<file path="config.mk">
export PLATFORM = sky130hd
export DESIGN_NAME = pixel_result_fifo_flat
export DESIGN_NICKNAME = d
export VERILOG_FILES = /design/src/rtl/fractal_pkg.sv /design/src/rtl/pixel_result_fifo_if.sv /design/src/rtl/pixel_result_fifo_mem.sv /design/src/rtl/pixel_result_fifo.sv /design/src/flat_wrapper.sv
export SDC_FILE = /design/constraint.sdc
export NUM_CORES = 1
export LEC_CHECK = 0
export ABC_AREA = 1
export CORE_ASPECT_RATIO = 0.75
export CORE_MARGIN = 2
export CORE_UTILIZATION = 57
export CTS_BUF_LIST = sky130_fd_sc_hd__clkbuf_8
export DETAILED_ROUTE_END_ITERATION = 7
export DONT_BUFFER_PORTS = 1
export PLACE_DENSITY = 0.71
export SLEW_MARGIN = 20
export SYNTH_ARGS = -nofsm -noshare
export SYNTH_HDL_FRONTEND = slang
export SYNTH_SLANG_ARGS = --single-unit
</file>
<file path="constraint.sdc">
create_clock -name clk -period 6.05 [get_ports clk]
set_input_delay 0.605 -clock clk [delete_from_list [all_inputs] [get_ports clk]]
set_output_delay 0.605 -clock clk [all_outputs]
set_load 0.02 [all_outputs]
</file>
<file path="src/rtl/fractal_pkg.sv">
// Shared types for the fractal pixel pipeline: the per-pixel result word
// carried from the iteration engine to the colour/VGA side.
package fractal_pkg;

  localparam int DEFAULT_ITER_WIDTH = 6;
  localparam int DEFAULT_DEPTH      = 16;

  typedef struct packed {
    logic                          in_set;
    logic [DEFAULT_ITER_WIDTH-1:0] iter;
  } pixel_result_t;

  function automatic pixel_result_t make_result(input logic                          in_set,
                                                input logic [DEFAULT_ITER_WIDTH-1:0] iter);
    pixel_result_t r;
    r.in_set = in_set;
    r.iter   = iter;
    return r;
  endfunction

endpackage

</file>
<file path="src/rtl/pixel_result_fifo_if.sv">
// Write/read handshake bundle between the iteration engine, the result FIFO
// and the colour stage. The FIFO side uses the slave modport.
interface pixel_result_fifo_if;
  import fractal_pkg::*;

  logic          wr_valid;
  logic          wr_ready;
  pixel_result_t wr_data;
  logic          rd_valid;
  logic          rd_ready;
  pixel_result_t rd_data;

  modport master (
    output wr_valid, wr_data, rd_ready,
    input  wr_ready, rd_valid, rd_data
  );

  modport slave (
    input  wr_valid, wr_data, rd_ready,
    output wr_ready, rd_valid, rd_data
  );

endinterface

</file>
<file path="src/rtl/pixel_result_fifo_mem.sv">
// Result storage for pixel_result_fifo: DEPTH x WIDTH array with one
// synchronous write port and one asynchronous read port.
module fifo_mem #(
  parameter int DEPTH = 16,
  parameter int WIDTH = 7
) (
  input  logic                     clk,
  input  logic                     we,
  input  logic [$clog2(DEPTH)-1:0] waddr,
  input  logic [WIDTH-1:0]         wdata,
  input  logic [$clog2(DEPTH)-1:0] raddr,
  output logic [WIDTH-1:0]         rdata
);

  logic [WIDTH-1:0] mem [DEPTH];

  // NOTE: storage is deliberately left out of reset; validity is tracked by
  // the pointers and level, so resetting the array would only cost a reset tree.
  always_ff @(posedge clk) begin
    if (we) mem[waddr] <= wdata;
  end

  assign rdata = mem[raddr];

endmodule

</file>
<file path="src/rtl/pixel_result_fifo.sv">
// First-word fall-through FIFO buffering engine results for the colour stage.
// Define PIXEL_FIFO_STATS_EN to build the saturating underrun counter.
module pixel_result_fifo
  import fractal_pkg::*;
#(
  parameter int DEPTH       = DEFAULT_DEPTH,
  parameter int ITER_WIDTH  = DEFAULT_ITER_WIDTH,
  parameter int AFULL_LEVEL = DEPTH - 2
) (
  input  logic                   clk,
  input  logic                   rst,
  input  logic                   flush,
  pixel_result_fifo_if.slave     bus,
  output logic [$clog2(DEPTH):0] level,
  output logic                   almost_full,
  output logic [15:0]            underrun_cnt
);

  localparam int AW     = $clog2(DEPTH);
  localparam int LW     = AW + 1;
  localparam int DATA_W = ITER_WIDTH + 1;

  localparam logic [LW-1:0] FULL_LVL  = LW'(DEPTH);
  localparam logic [LW-1:0] AFULL_LVL = LW'(AFULL_LEVEL);

  logic [AW-1:0]     wr_ptr;
  logic [AW-1:0]     rd_ptr;
  logic [LW-1:0]     level_nxt;
  logic              push;
  logic              pop;
  logic              mem_we;
  logic [DATA_W-1:0] mem_rdata;

  // Handshake flags depend only on the registered level, so no ready/valid
  // combinational path crosses the FIFO.
  assign bus.wr_ready = (level != FULL_LVL);
  assign bus.rd_valid = (level != '0);

  assign push   = bus.wr_valid && bus.wr_ready;
  assign pop    = bus.rd_valid && bus.rd_ready;
  assign mem_we = push && !flush && !rst;

  // NOTE: every always_comb output gets a default first so no path can
  // leave it unassigned and infer a latch.
  always_comb begin
    level_nxt = level;
    case ({push, pop})
      2'b10:   level_nxt = level + LW'(1);
      2'b01:   level_nxt = level - LW'(1);
      default: level_nxt = level;
    endcase
  end

  // NOTE: state registers use non-blocking assignments so all flops sample
  // the pre-edge values regardless of statement order.
  always_ff @(posedge clk) begin
    if (rst || flush) begin
      wr_ptr      <= '0;
      rd_ptr      <= '0;
      level       <= '0;
      almost_full <= 1'b0;
    end else begin
      if (push) wr_ptr <= wr_ptr + AW'(1);
      if (pop)  rd_ptr <= rd_ptr + AW'(1);
      level       <= level_nxt;
      almost_full <= (level_nxt >= AFULL_LVL);
    end
  end

  fifo_mem #(
    .DEPTH (DEPTH),
    .WIDTH (DATA_W)
  ) u_mem (
    .clk   (clk),
    .we    (mem_we),
    .waddr (wr_ptr),
    .wdata (DATA_W'(bus.wr_data)),
    .raddr (rd_ptr),
    .rdata (mem_rdata)
  );

  assign bus.rd_data = pixel_result_t'(mem_rdata);

`ifdef PIXEL_FIFO_STATS_EN
  logic [15:0] underrun_q;

  // Counts cycles the consumer wanted a pixel that was not there; flush
  // cycles are excluded because the frame is being restarted anyway.
  always_ff @(posedge clk) begin
    if (rst) begin
      underrun_q <= '0;
    end else if (bus.rd_ready && !bus.rd_valid && !flush && (underrun_q != 16'hFFFF)) begin
      underrun_q <= underrun_q + 16'd1;
    end
  end

  assign underrun_cnt = underrun_q;
`else
  assign underrun_cnt = '0;
`endif

endmodule
</file>
<file path="src/flat_wrapper.sv">
// flat-port wrapper written by rule: the top's interface ports become plain ports
module pixel_result_fifo_flat import fractal_pkg::*;
#(
  parameter int DEPTH       = DEFAULT_DEPTH,
  parameter int ITER_WIDTH  = DEFAULT_ITER_WIDTH,
  parameter int AFULL_LEVEL = DEPTH - 2
)
  (clk, rst, flush, level, almost_full, underrun_cnt, bus_wr_valid, bus_wr_data, bus_rd_ready, bus_wr_ready, bus_rd_valid, bus_rd_data);
  pixel_result_fifo_if bus_i ();
  input  logic clk;
  input  logic rst;
  input  logic flush;
  output logic [$clog2(DEPTH):0] level;
  output logic almost_full;
  output logic [15:0] underrun_cnt;
  input wire logic [$bits(bus_i.wr_valid)-1:0] bus_wr_valid;
  input wire logic [$bits(bus_i.wr_data)-1:0] bus_wr_data;
  input wire logic [$bits(bus_i.rd_ready)-1:0] bus_rd_ready;
  output wire logic [$bits(bus_i.wr_ready)-1:0] bus_wr_ready;
  output wire logic [$bits(bus_i.rd_valid)-1:0] bus_rd_valid;
  output wire logic [$bits(bus_i.rd_data)-1:0] bus_rd_data;
  assign bus_i.wr_valid = bus_wr_valid;
  assign bus_i.wr_data = bus_wr_data;
  assign bus_i.rd_ready = bus_rd_ready;
  assign bus_wr_ready = bus_i.wr_ready;
  assign bus_rd_valid = bus_i.rd_valid;
  assign bus_rd_data = bus_i.rd_data;
  pixel_result_fifo #(.DEPTH(DEPTH), .ITER_WIDTH(ITER_WIDTH), .AFULL_LEVEL(AFULL_LEVEL)) u_core (.clk(clk), .rst(rst), .flush(flush), .bus(bus_i), .level(level), .almost_full(almost_full), .underrun_cnt(underrun_cnt));
endmodule
</file>
Yosys cells after proc, flatten, opt, wreduce, memory -nomap -nowiden:

Memories as Yosys holds them, arrays and structs flattened. A register that Yosys moved wholly into a read port is not among the register bits.
Index checks and enable logic that the tools add are counted.

* memories kept: 1
* logic and storage cells: 26
* register bits: 14
* output and inout bits: 31
* bits of input ports: 12
* memory bits (writable): 112

* reductions and logical operators: 8
* add/subtract/negate cells: 4
* muxes and demuxes: 5
* magnitude comparators: 1
* equal/unequal tests: 3

Memory list
* u_core.u_mem.mem: depth 16, width 7, read ports 1, clocked after memory_dff 1, wr ports 1, RTL line pixel_result_fifo_mem.sv:15 `logic [WIDTH-1:0] mem [DEPTH];`

Operator list (number)
* 5-bit one-hot mux with 2 select lines: 1
* 4-bit by 1-bit adder with 4-bit output (second input constant): 2
* 4-bit 2-to-1 mux: 2
* 5-bit by 1-bit adder with 5-bit output (second input constant): 1
* 5-bit by 4-bit >= comparator with 1-bit output (second input constant): 1
* 5-bit != test (second input constant): 1
* 5-bit nonzero test: 1
* 5-bit by 1-bit subtractor with 5-bit output (second input constant): 1
* 1-bit logical AND: 4
* 2-bit by 1-bit equality test with 1-bit output (second input constant): 1
* 2-bit equality test (second input constant): 1
* 1-bit zero test: 2
* 1-bit 2-to-1 mux: 2
* 1-bit logical OR: 1

Longest topological paths before layout:

* depth in word-level cells: 6
* depth in mapped cells: 13
* mapped depth without buffers: 13

Modules after synthesis:

Synthesis repeated with hierarchy kept, for this count alone.

* cell total of the unflattened synthesis: 610
* area, all modules: 5860.6 sq um

By module, submodules not included
* fifo_mem: instances 1, cells an instance 478, area each 4894.7 sq um
* pixel_result_fifo: instances 1, cells an instance 132, area each 965.9 sq um

Worst setup path after synthesis:

OpenSTA, ideal clock, no wires.

* kind: register to register
* from: register u_core.level[0]
* to: register u_core.almost_full
* setup slack: 3857 ps
* stages on the path, launching flop included: 13
* path buffers: 0
* arrival: 2135 ps
* library setup time: 58 ps
* cells stage by stage: dfxtp_1 -> nor2_2 -> nand4_2 -> nand2_1 -> inv_2 -> ha_1 -> fa_1 -> inv_1 -> nand2_1 -> nand3_1 -> a21oi_1 -> nand3_1 -> nand2_1

* cells in the longest elaborated chain, start to end: 5
* elaborated cells on any way between the ends: 10
* those cells by class: 2 x add/sub; 1 x order compare; 3 x eq/ne; 1 x mux; 3 x reduce/logical

Ends and longest elaborated chain
* start: declaration: RTL line pixel_result_fifo.sv:14 `output logic [$clog2(DEPTH):0] level,`
* start signal: assignment: RTL line pixel_result_fifo.sv:65 `level <= level_nxt;`
* 5-bit nonzero test *: RTL line pixel_result_fifo.sv:37 `assign bus.rd_valid = (level != '0);`
* named net bus_rd_valid: RTL line flat_wrapper.sv:20 `output wire logic [$bits(bus_i.rd_valid)-1:0] bus_rd_valid;`
* 1-bit logical AND *: RTL line pixel_result_fifo.sv:40 `assign pop = bus.rd_valid && bus.rd_ready;`
* 2-bit by 1-bit equality test with 1-bit output / 2-bit equality test (equally long branches): RTL line pixel_result_fifo.sv:47 `case ({push, pop})`
* 5-bit one-hot mux with 2 select lines *: RTL line pixel_result_fifo.sv:47
* 5-bit by 4-bit >= comparator with 1-bit output *: RTL line pixel_result_fifo.sv:66 `almost_full <= (level_nxt >= AFULL_LVL);`
* end signal: assignment: RTL line pixel_result_fifo.sv:66
* end: declaration: RTL line pixel_result_fifo.sv:15 `output logic almost_full,`

Mark *: on every way through the listed nets, which the timed path passes. The rest lies on a longest branch.
A chain may end at the register's enable or synchronous reset.

==> metrics.txt <==
status finished clean; worst setup path class reg2out; DR vias 3794; mux cell area share after synthesis 0; Synth Area in Compound Gates 0.0403; Static Leak around 2.3 nW; port buffer count 0; XOR/XNOR Fraction of Synth Area 0.00303; CTS tree yes; vias in the first global route between 3000 and 4000; share of layout cells above drive strength 1 0.0758; largest net degree at the start of global routing between 70 and 80; HPWL Detailed around 7.8 mm; initial detailed-routing violation count roughly 380; fin crit share 0.538; pins over their slew limit 0; Initial Util 0.591; Max Cap Viol 0; sequential fraction of the synthesis area 0.644; site row count 31; diode count 0; routed wire length about 12 mm; Congestion Overflow GR 0; Fill cells 796; Die Span Y 91.2 um; post-route cell area between 6000 and 7000 um2; setup total negative slack 0 ps; Reg2Reg Capture Point u_core.almost_full; cts bufs inserted 17; Required @ worst endpoint ~5400 ps; Hold Path Cell Cnt 0; CTS Sinks 130; CTS resizes 0; initial antenna violation count 0; DR pass1 iterations 5; fin nets between 500 and 600; Worst Reg-to-Reg Cells 12; critical path data arrival time about 2700 ps; Post-CTS Setup Inserts 0; Clock Tree Root clkbuf_8; Worst-path clk slew 80 ps; Via-to-Cell Ratio about 5.4; final hold vios 0; r2r setup slk around 3500 ps; worst vdd ir approximately 0.00024 V; core box area between 9000 and 10000 um2; Worst Max-Slew Pin Slew around 820 ps; register bit total from synthesis 130; first-pass GRT wire length 19.6 mm; Yosys cell types 26; Synth Area per Inst approximately 10 um2; CP max FO between 70 and 80; overall routing resource usage 0.240; Residual DRC 0; Hold EP u_core.u_mem.mem[9][5]; combinational family with the most area after synthesis simple AND/OR/NAND/NOR gates; final core utilization 0.627; I/O pin count 43; Hold Buf Count CTS 0; Final Skew approximately 13 ps; Synth Area in Simple Gates 0.212; setup-violating endpoint count in the final report 0; Die Area about 11000 um2; Area Overhead vs Synth 6.11%; placed cell area 5730 um2; fmax between 0.3 and 0.4 GHz; WL/cell ~17 um; maximum clock path buffer count 2; Total Power 1.91 mW; Yosys warnings 0; critical path startpoint category flip-flop; Hold Startpoint bus_wr_data[5]; GP Congestion approximately 0.84; PwrDens around 310 nW/um2; Synth Cell Area slightly below 6000 um2; Hold Path Class in2reg; worst r2r src u_core.level[0]; H-tree level count 4; Synth Area in Adders 0.0229; Max-Slew Margin vs Limit 0.451; Die W roughly 120 um; Tmin final 3260 ps; critical path capture point type output port; RSZ-0062 raised after global routing no; clock latency on the worst-skew pair around 440 ps; Detail Route Antenna Nets 0; cell count after synthesis between 500 and 600
-- critical path, cell delays in order, from the launching register on --
cell,delay (ps)
dfxtp_2,310
buf_4,550
inv_2,470
or2_2,400
nand2_1,60
nand3_1,70
nand3_1,150
nand2_1,170
-- state kept, by name (all words and copies together), names as in the netlist, named ones only --
name / count
u_core.almost_full: 1
u_core.level: 5
u_core.rd_ptr: 4
u_core.u_mem.mem: 112
u_core.wr_ptr: 4
-- through the flow --
step / instances / worst slack [ps] / hold slack [ps]
finish: 699 / 2790 / 253
global route: 699 / 2560 / 226
CTS: 699 / 2760 / 233
detailed placement: 667 / 3280 / 526
global placement: 667 / 3270 / 529
floorplan: 573 / 3860 / 468
-- cells by family after synthesis --
family                   count (synthesis)
flip-flops                             130
adder cells (fa/ha/maj)                 10
XOR/XNOR                                 2
AO/OA/AOI/OAI                           42
other                                    1
AND/OR/NAND/NOR                        291
buffers and inverters                   82
-- metal layers --
layer / vias up / global-route usage / share of wire / wire, um
met4: 0 / 0.0640 / 0.010 / 121
met5: - / 0 / 0 / 0
met2: 144 / 0.364 / 0.46 / 5580
met3: 15 / 0.0760 / 0.078 / 945
li1: 1827 / - / - / -
met1: 1808 / 0.339 / 0.45 / 5430
-- synthesized netlist by cell type (all sizes together) --
library cell,count,area share
nand2,142,0.094
edfxtp,112,0.58
nor2,72,0.047
nand3,65,0.056
inv,43,0.028
buf,37,0.047
o21ai,23,0.020
dfxtp,18,0.062
a21oi,10,0.0087
ha,9,0.019
o211ai,9,0.012
or2,8,0.0087
nand4,4,0.0065
clkbuf,2,0.0015
xor2,2,0.0030
conb,1,0.00065
fa,1,0.0035
-- final cells by class --
type | instances | area, um2 | area share
Clock buffer | 19 | 262 | 0.0426
Timing Repair Buffer | 1 | 7.51 | 0.00122
Sequential cell | 130 | 3720 | 0.607
Clock inverter | 13 | 143 | 0.0233
Tap cell | 132 | 165 | 0.0269
Multi-Input combinational cell | 361 | 1670 | 0.272
Inverter | 43 | 161 | 0.0263
-- where the power goes --
part,internal (mW),switching [mW]
Clock,0.423,0.327
Sequential,0.982,0.0164
Combinational,0.0455,0.119
Total,1.45,0.463
-- worst max path at each step --
stage / startpoint / endpoint / slack, ps / cells past startpoint
after CTS: flip-flop / bus_rd_data[4] / 2760 / 7
after detailed placement: flip-flop / bus_rd_data[4] / 3280 / 7
after global routing: flip-flop / bus_rd_data[4] / 2560 / 7
after floorplan: u_core.level[0] / u_core.almost_full / 3860 / 12
final: flip-flop / bus_rd_data[4] / 2790 / 7
after global placement: flip-flop / bus_rd_data[4] / 3270 / 7
-- cell usage in the layout (no fill, tap or decap), types with 4 or more instances in the layout --
cell	netlist	final
nor2_1	71	71
dfxtp_1	18	17
a21oi_1	10	10
conb_1	1	16
o21ai_0	18	18
clkinv_2	0	4
nand2_1	139	139
nand3_1	65	65
edfxtp_1	112	112
clkbuf_8	0	19
o21ai_1	5	5
o211ai_1	9	9
inv_1	40	43
or2_1	5	5
ha_1	9	9
(Power assumes the default switching activity.)
